--- config.mk ---
export PLATFORM = sky130hd
export DESIGN_NAME = dummy_ap_ctrl_chain
export DESIGN_NICKNAME = d
export VERILOG_FILES = /design/src/rtl/dummy_ap_ctrl_chain.sv
export SDC_FILE = /design/constraint.sdc
export NUM_CORES = 1
export LEC_CHECK = 0
export BUFFER_PORTS_ARGS = -buffer_cell sky130_fd_sc_hd__buf_2
export CAP_MARGIN = 20
export CORE_UTILIZATION = 60
export DETAILED_ROUTE_END_ITERATION = 16
export GPL_TIMING_DRIVEN = 0
export PLACE_DENSITY = 0.89
export SLEW_MARGIN = 20
export SYNTH_ARGS = -nofsm -noshare
export SYNTH_HDL_FRONTEND = slang
export SYNTH_SLANG_ARGS = --single-unit
--- constraint.sdc ---
create_clock -name clk -period 3.9 [get_ports clk]
set_input_delay 0.78 -clock clk [delete_from_list [all_inputs] [get_ports clk]]
set_output_delay 0.78 -clock clk [all_outputs]
set_load 0.01 [all_outputs]
--- src/rtl/dummy_ap_ctrl_chain.sv ---
// ---------------------------------------------------------------------------
// DummyApCtrlChain (module dummy_ap_ctrl_chain)
//
// Purpose:
//   A small register file behind an HLS-style ap_ctrl_chain handshake.
//   Each accepted start latches an address, write data and a read/write
//   select. The block then waits LATENCY enabled cycles, performs the access
//   and presents the result on ap_return. ap_done stays high until the
//   downstream side acknowledges it with ap_continue.
//
// Parameters:
//   LATENCY  cycles from start acceptance to ap_done (1..8)
//   NREGS    number of 32-bit storage registers (power of two, 2..256)
//
// Ports:
//   clk          rising-edge clock for all state
//   ap_rst       asynchronous reset, active-low (0 = reset)
//   addr         byte address; the word index is addr[31:2]
//   wr_data      write data
//   rd_wr        1 = read, 0 = write
//   ap_start     request a transaction
//   ap_continue  downstream acknowledge of ap_done
//   ap_ce        clock enable; 0 freezes all state
//   ap_return    transaction result
//   ap_idle      high while no transaction is in progress
//   ap_ready     combinational pulse in the cycle a start is accepted
//   ap_done      transaction complete, held until acknowledged
// ---------------------------------------------------------------------------
module dummy_ap_ctrl_chain #(
    parameter int LATENCY = 3,
    parameter int NREGS   = 16
) (
    input  logic        clk,
    input  logic        ap_rst,
    input  logic [31:0] addr,
    input  logic [31:0] wr_data,
    input  logic        rd_wr,
    input  logic        ap_start,
    input  logic        ap_continue,
    input  logic        ap_ce,
    output logic [31:0] ap_return,
    output logic        ap_idle,
    output logic        ap_ready,
    output logic        ap_done
);

    localparam int IDX_W = (NREGS > 1) ? $clog2(NREGS) : 1;
    localparam int CNT_W = 4;
    localparam logic [CNT_W-1:0] CNT_LOAD = CNT_W'(LATENCY - 1);

    localparam logic [1:0] S_IDLE = 2'd0;
    localparam logic [1:0] S_BUSY = 2'd1;
    localparam logic [1:0] S_DONE = 2'd2;

    logic [1:0]       state_q, state_d;
    logic [CNT_W-1:0] cnt_q, cnt_d;
    logic [29:0]      wordIdx_q;
    logic [31:0]      wrData_q;
    logic             rdWr_q;
    logic [31:0]      regs_q [NREGS];
    logic [31:0]      return_q, return_d;

    logic             accept;
    logic             execute;
    logic             inRange;
    logic [31:0]      readData;
    logic             unusedAddrLsb;

    // The byte-lane bits of the address carry no meaning for a word-wide
    // register file; they are folded into a deliberately unused signal.
    assign unusedAddrLsb = ^addr[1:0];

    // A start is accepted only from IDLE with the clock enabled. Gating with
    // ap_rst keeps ap_ready low while reset holds the FSM in IDLE.
    assign accept  = ap_rst && ap_ce && ap_start && (state_q == S_IDLE);

    // The access happens on the enabled edge where the BUSY countdown
    // has reached zero.
    assign execute = ap_ce && (state_q == S_BUSY) && (cnt_q == '0);

    // The full 30-bit word index is compared, so indices that would alias
    // onto a real register after truncation are treated as out of range.
    assign inRange  = (wordIdx_q < 30'(NREGS));
    assign readData = regs_q[wordIdx_q[IDX_W-1:0]];

    // Next-state logic for the FSM, the countdown and the result register.
    // With ap_ce low, every *_d simply equals its *_q.
    always_comb begin
        state_d  = state_q;
        cnt_d    = cnt_q;
        return_d = return_q;
        if (ap_ce) begin
            case (state_q)
                S_IDLE: begin
                    if (ap_start) begin
                        state_d = S_BUSY;
                        cnt_d   = CNT_LOAD;
                    end
                end
                S_BUSY: begin
                    if (cnt_q == '0) begin
                        state_d = S_DONE;
                        if (!inRange) begin
                            return_d = '0;
                        end else if (rdWr_q) begin
                            return_d = readData;
                        end else begin
                            return_d = wrData_q;
                        end
                    end else begin
                        cnt_d = cnt_q - CNT_W'(1);
                    end
                end
                S_DONE: begin
                    if (ap_continue) begin
                        state_d = S_IDLE;
                    end
                end
                default: begin
                    state_d = S_IDLE;
                end
            endcase
        end
    end

    // Control state: FSM, countdown and the result register.
    always_ff @(posedge clk or negedge ap_rst) begin
        if (!ap_rst) begin
            state_q  <= S_IDLE;
            cnt_q    <= '0;
            return_q <= '0;
        end else begin
            state_q  <= state_d;
            cnt_q    <= cnt_d;
            return_q <= return_d;
        end
    end

    // Transaction operands are captured at the accepting edge and stay
    // stable for the whole BUSY/DONE phase.
    always_ff @(posedge clk or negedge ap_rst) begin
        if (!ap_rst) begin
            wordIdx_q <= '0;
            wrData_q  <= '0;
            rdWr_q    <= 1'b0;
        end else if (accept) begin
            wordIdx_q <= addr[31:2];
            wrData_q  <= wr_data;
            rdWr_q    <= rd_wr;
        end
    end

    // Storage registers. Writes commit only at the execute edge, so a
    // reset during BUSY or DONE leaves no trace of the aborted write.
    always_ff @(posedge clk or negedge ap_rst) begin
        if (!ap_rst) begin
            for (int i = 0; i < NREGS; i++) begin
                regs_q[i] <= '0;
            end
        end else if (execute && !rdWr_q && inRange) begin
            regs_q[wordIdx_q[IDX_W-1:0]] <= wrData_q;
        end
    end

    assign ap_idle   = (state_q == S_IDLE);
    assign ap_done   = (state_q == S_DONE);
    assign ap_ready  = accept;
    assign ap_return = return_q;

endmodule

After elaboration in Yosys (flattened, before gate mapping). Cells that the tools add are included.

Bits in registers: 613. Input bits: 70. Word-level logic and storage cells: 63.

$add $sub $neg: 1. Mux-type cells: 15. Eq/ne operators: 6. Reductions and logical operators: 15. Bitwise logic cells: 1. Magnitude comparators: 3.

Operator list (number): 512-bit bitwise mux (1); 32-bit two-way mux (5); 32-bit binary-select mux with 4-bit select (1); 32-bit demux with 4-bit select (1); 30-bit by 5-bit less-than comparator with 1-bit output (second input constant) (1); 1-bit logical AND (8); 4-bit two-way mux (2); 4-bit one-hot mux with 2 select lines (1); 4-bit AND reduction (2); 2-bit two-way mux (3); 2-bit != test (second input constant) (3); 2-bit one-hot mux with 3 select lines (1); 5-bit greater-or-equal comparator (second input constant) (1); 5-bit by 1-bit less-than comparator with 1-bit output (second input constant) (1); 4-bit inverter with 5-bit output (1); 4-bit logical NOT (1); 4-bit by 1-bit subtractor with 4-bit output (second input constant) (1); 3-bit AND reduction (1); 2-bit by 1-bit equality test with 1-bit output (second input constant) (1); 2-bit equality test (second input constant) (1); 2-bit logical NOT (1); 2-bit by 1-bit != test with 1-bit output (second input constant) (1); 2-bit nonzero test (1); 1-bit logical NOT (1).

Depth between registers and ports, before layout.
Depth in word-level cells: 6. Depth in mapped cells: 10. Gate-level depth less buffers: 7.

Least setup slack after synthesis. OpenSTA, ideal clock, no wires.

Path kind: input to output. From: input ap_ce. To: output ap_ready. Buffers on the path: 1. Data arrival time: 1.747 ns. Required time: 3.120 ns. Cell stages on the path: 4. Slack: 1.373 ns. Path through: and2b_1 > nand3_1 > nor2_1 > buf_2.

Cells in the longest elaborated chain, start to end: 3.

Ends and longest elaborated chain: from (decl) (RTL line 40) `input logic ap_ce,`; 1-bit logical AND (3 in series) (RTL line 75) `assign accept = ap_rst && ap_ce && ap_start && (state_q == S_IDLE);`; to (decl) (RTL line 43) `output logic ap_ready,`.

No other way between the ends.

Worst setup path after layout.
From: input ap_rst. To: output ap_ready.

Cells in the longest elaborated chain, start to end: 3.

Ends and longest elaborated chain: from (decl) (RTL line 34) `input logic ap_rst,`; 1-bit logical AND (3 in series) (RTL line 75).

No other way between the ends.

==> metrics <==
hpwl dp 42900 um; Hold Path Class in -> async; die outline area around 46000 sq um; unrepaired setup endpoints after global routing no; number of warnings printed during yosys synthesis 0; Synth area leaders dfrtp_1, mux2_1, mux2_2; share of total power in the clock network between 30% and 40%; routed wire length ~66000 um; Routed WL per cell between 20 and 30 um; switching power total between 0.004 and 0.005 W; number of flops mapped to enable cells by yosys 0; switching portion of total power about 30%; global placement routability congestion ~0.85; met2 track demand over resource in global routing 48.5%; largest vdd supply drop approximately 440 uV; number of distinct library cells after synthesis 37; placeable core region about 44000 sq um; Synth top cells by count dfrtp_1, mux2_1, mux2_2; first-pass GRT wire length around 100000 um; post-synth net total between 1500 and 2000; initial drt markers roughly 1400; via density per instance roughly 6.5; Post-CTS Hold Fix Bufs 0; xor and xnor area share after synthesis 0%; worst hold margin ~0.12 ns; nets@finish 1944; fill cell total of the finished layout between 2000 and 3000; primary flip-flop cell chosen by synthesis mapping dfrtp_1; biggest area consumer among synthesized cells dfrtp_1; die extent in y around 210 um; number of storage elements in the synthesis netlist a little over 600; Finish-stage setup viols 0; total chip power about 0.015 W; part of the total power dissipated in combinational logic about 17%; antenna violations before repair 2; mux cell area share after synthesis around a third; area share of and/or/nand/nor cells after synthesis under 10%; critical path startpoint ap_rst; Sink Count 613; final count of pins violating max slew 0; TritonCTS clock tree yes; Max H-tree Level 2; Fmax 279 MHz; Post-Syn Area per Cell 15.9 sq um; cell row count slightly below 80; P per Cell Area about 500 nW/um^2; final core occ 68.7%; final critical-path required period between 3 and 4 ns; maximum number of pins on one net before global-route repair roughly 110; most common cell in the synthesized netlist dfrtp_1; clock tree root driver cell clkbuf_16; Max-Cap Viols 0; worst slew pin tran 1.03 ns; chip width roughly 210 um; via count of the first global-routing pass around 18000; Leak between 15 and 20 nW; area share of the largest cell type after synthesis a little under three fifths; Final ANT Viol Nets 0; Area growth syn-to-layout 12.4%; kind of capture point of the worst setup path primary output; post-route clock period utilization 91.8%; Arrival @ worst endpoint between 2 and 3 ns; number of detailed-route iterations in the first pass 7; main combinational cell family by area after synthesis multiplexers; critical path class in -> out; required time worst endpoint between 3 and 4 ns; part of the power in registers a little under half; setup_tns 0 ns; Num CTS Buffers 60; GRT overflow 0; critical register-to-register path startpoint cnt_q[0]$_DFFE_PN0P_; internal power of the cells approximately 0.011 W; number of standard cells after synthesis roughly 1700; kind of start point of the critical path input pin; most used routing layer in global routing met2; vias after detailed routing about 16000; outcome finished clean; starting density of the core 61.1%; sequential share of the synthesized area about 56%; total of buffers placed on input and output ports between 100 and 150; clock latency on the worst-skew pair 0.63 ns; residual DRC count 0; Setup Skew around 0.024 ns; ys async rst share 100%; num ports 105; proportion of layout cells with a drive suffix above 1 between 30% and 40%; complex-gate fraction of the synthesized area around 3.8%; Adder-Cell Fraction of Synth Area less than 1%; CP Max Fanout ~110; count of final hold-check violations 0; number of buffers added for setup after CTS 0; netlist area before placement around 27000 sq um; combined global-route utilization of all metal layers between 20% and 30%; met3 routing resource usage after global routing about 6%; global routing met1 resource utilization roughly two fifths; maximum buffer depth of the clock tree 3; Slew headroom a little under a third; clock slew seen by the registers of the worst setup and hold paths 0.06 ns
[power by group through the flow]
stage	registers (W)	logic (W)	clock network [W]
6_report	0.00715	0.00267	0.00564
5_1_grt	0.00719	0.00284	0.00592
2_1_floorplan	0.00703	0.00168	0
4_1_cts	0.00712	0.00266	0.00569
3_3_place_gp	0.00719	0.00252	0
3_5_place_dp	0.00722	0.00265	0
[metal layers]
metal,up-vias,routed length (um)
met5,-,0
met4,0,3050
met3,190,4550
met2,660,32900
met1,8783,25700
li1,6693,-
[layout make-up]
type | count | area (sq um) | share of cell area, %
tap | 592 | 741 | 2.43
antenna | 2 | 5.00 | 0.0164
clock buffer | 90 | 1790 | 5.85
buffer | 157 | 921 | 3.02
inverter | 4 | 15.0 | 0.0492
sequential | 613 | 15300 | 50.3
multi-input combinational | 929 | 10900 | 35.7
clock inverter | 19 | 134 | 0.439
timing repair buffer | 108 | 686 | 2.25
[kinds of logic after synthesis]
family	Yosys count
AOI/OAI and AO/OA	141
buffers and inverters	161
muxes	703
DFF	613
adders and majority gates	1
and+or+nand+nor	84
[worst paths after layout]
check | slack (ns) | endpoint | cells after the start
max | 0.32 | ap_ready | 6
min | 0.12 | regs_q[371]$_DFFE_PN0P_ | 1
max reg2reg | 0.74 | ap_return[8]$_DFFE_PN0N_ | 8
min reg2reg | 0.48 | regs_q[291]$_DFFE_PN0P_ | 1
max in group asynchronous | 2.49 | regs_q[26]$_DFFE_PN0P_ | 3
min in group clk | 0.37 | state_q[0]$_DFFE_PN0P_ | 2
[sequential cells by signal, summed over array words and instances, names as in the netlist]
name       flops
cnt_q          4
ap_return     32
wordIdx_q     30
wrData_q      32
state_q        2
regs_q       512
rdWr_q         1
[timing repair]
action / in CTS / in global routing
setup endpoints to repair: 1 / 1
gates resized for setup: 1 / 1
pin swaps: 0 / 0
[stage by stage]
step / setup slack (ns) / instance area (sq um) / std cells
2_1_floorplan: 1.37 / 27200 / 1703
3_3_place_gp: -9.72 / 28400 / 2397
3_5_place_dp: -0.194 / 28600 / 2403
4_1_cts: 0.0995 / 30500 / 2512
5_1_grt: 0.0259 / 30500 / 2514
6_report: 0.318 / 30500 / 2514
[placed cells by master, fill, tap and decap left out, drive strengths merged, types with 3 or more instances in the layout]
cell,netlist,final
dfrtp,613,613
mux2,575,575
buf,85,193
clkbuf,72,162
mux4,128,128
a22o,67,67
o21ai,38,38
nor2,37,37
a22oi,33,33
and3,15,15
clkinv,0,14
nor4,7,7
inv,4,7
nand2,5,5
nand3,5,5
nor2b,3,3
nor3b,3,3
[critical path, cell delays in order]
cell	delay [ns]
buf_8	0.42
buf_16	0.43
nand3_1	0.21
nor2_4	0.36
buf_2	0.32
buf_2	0.17
Note: power is estimated with default switching activity, not from simulation.
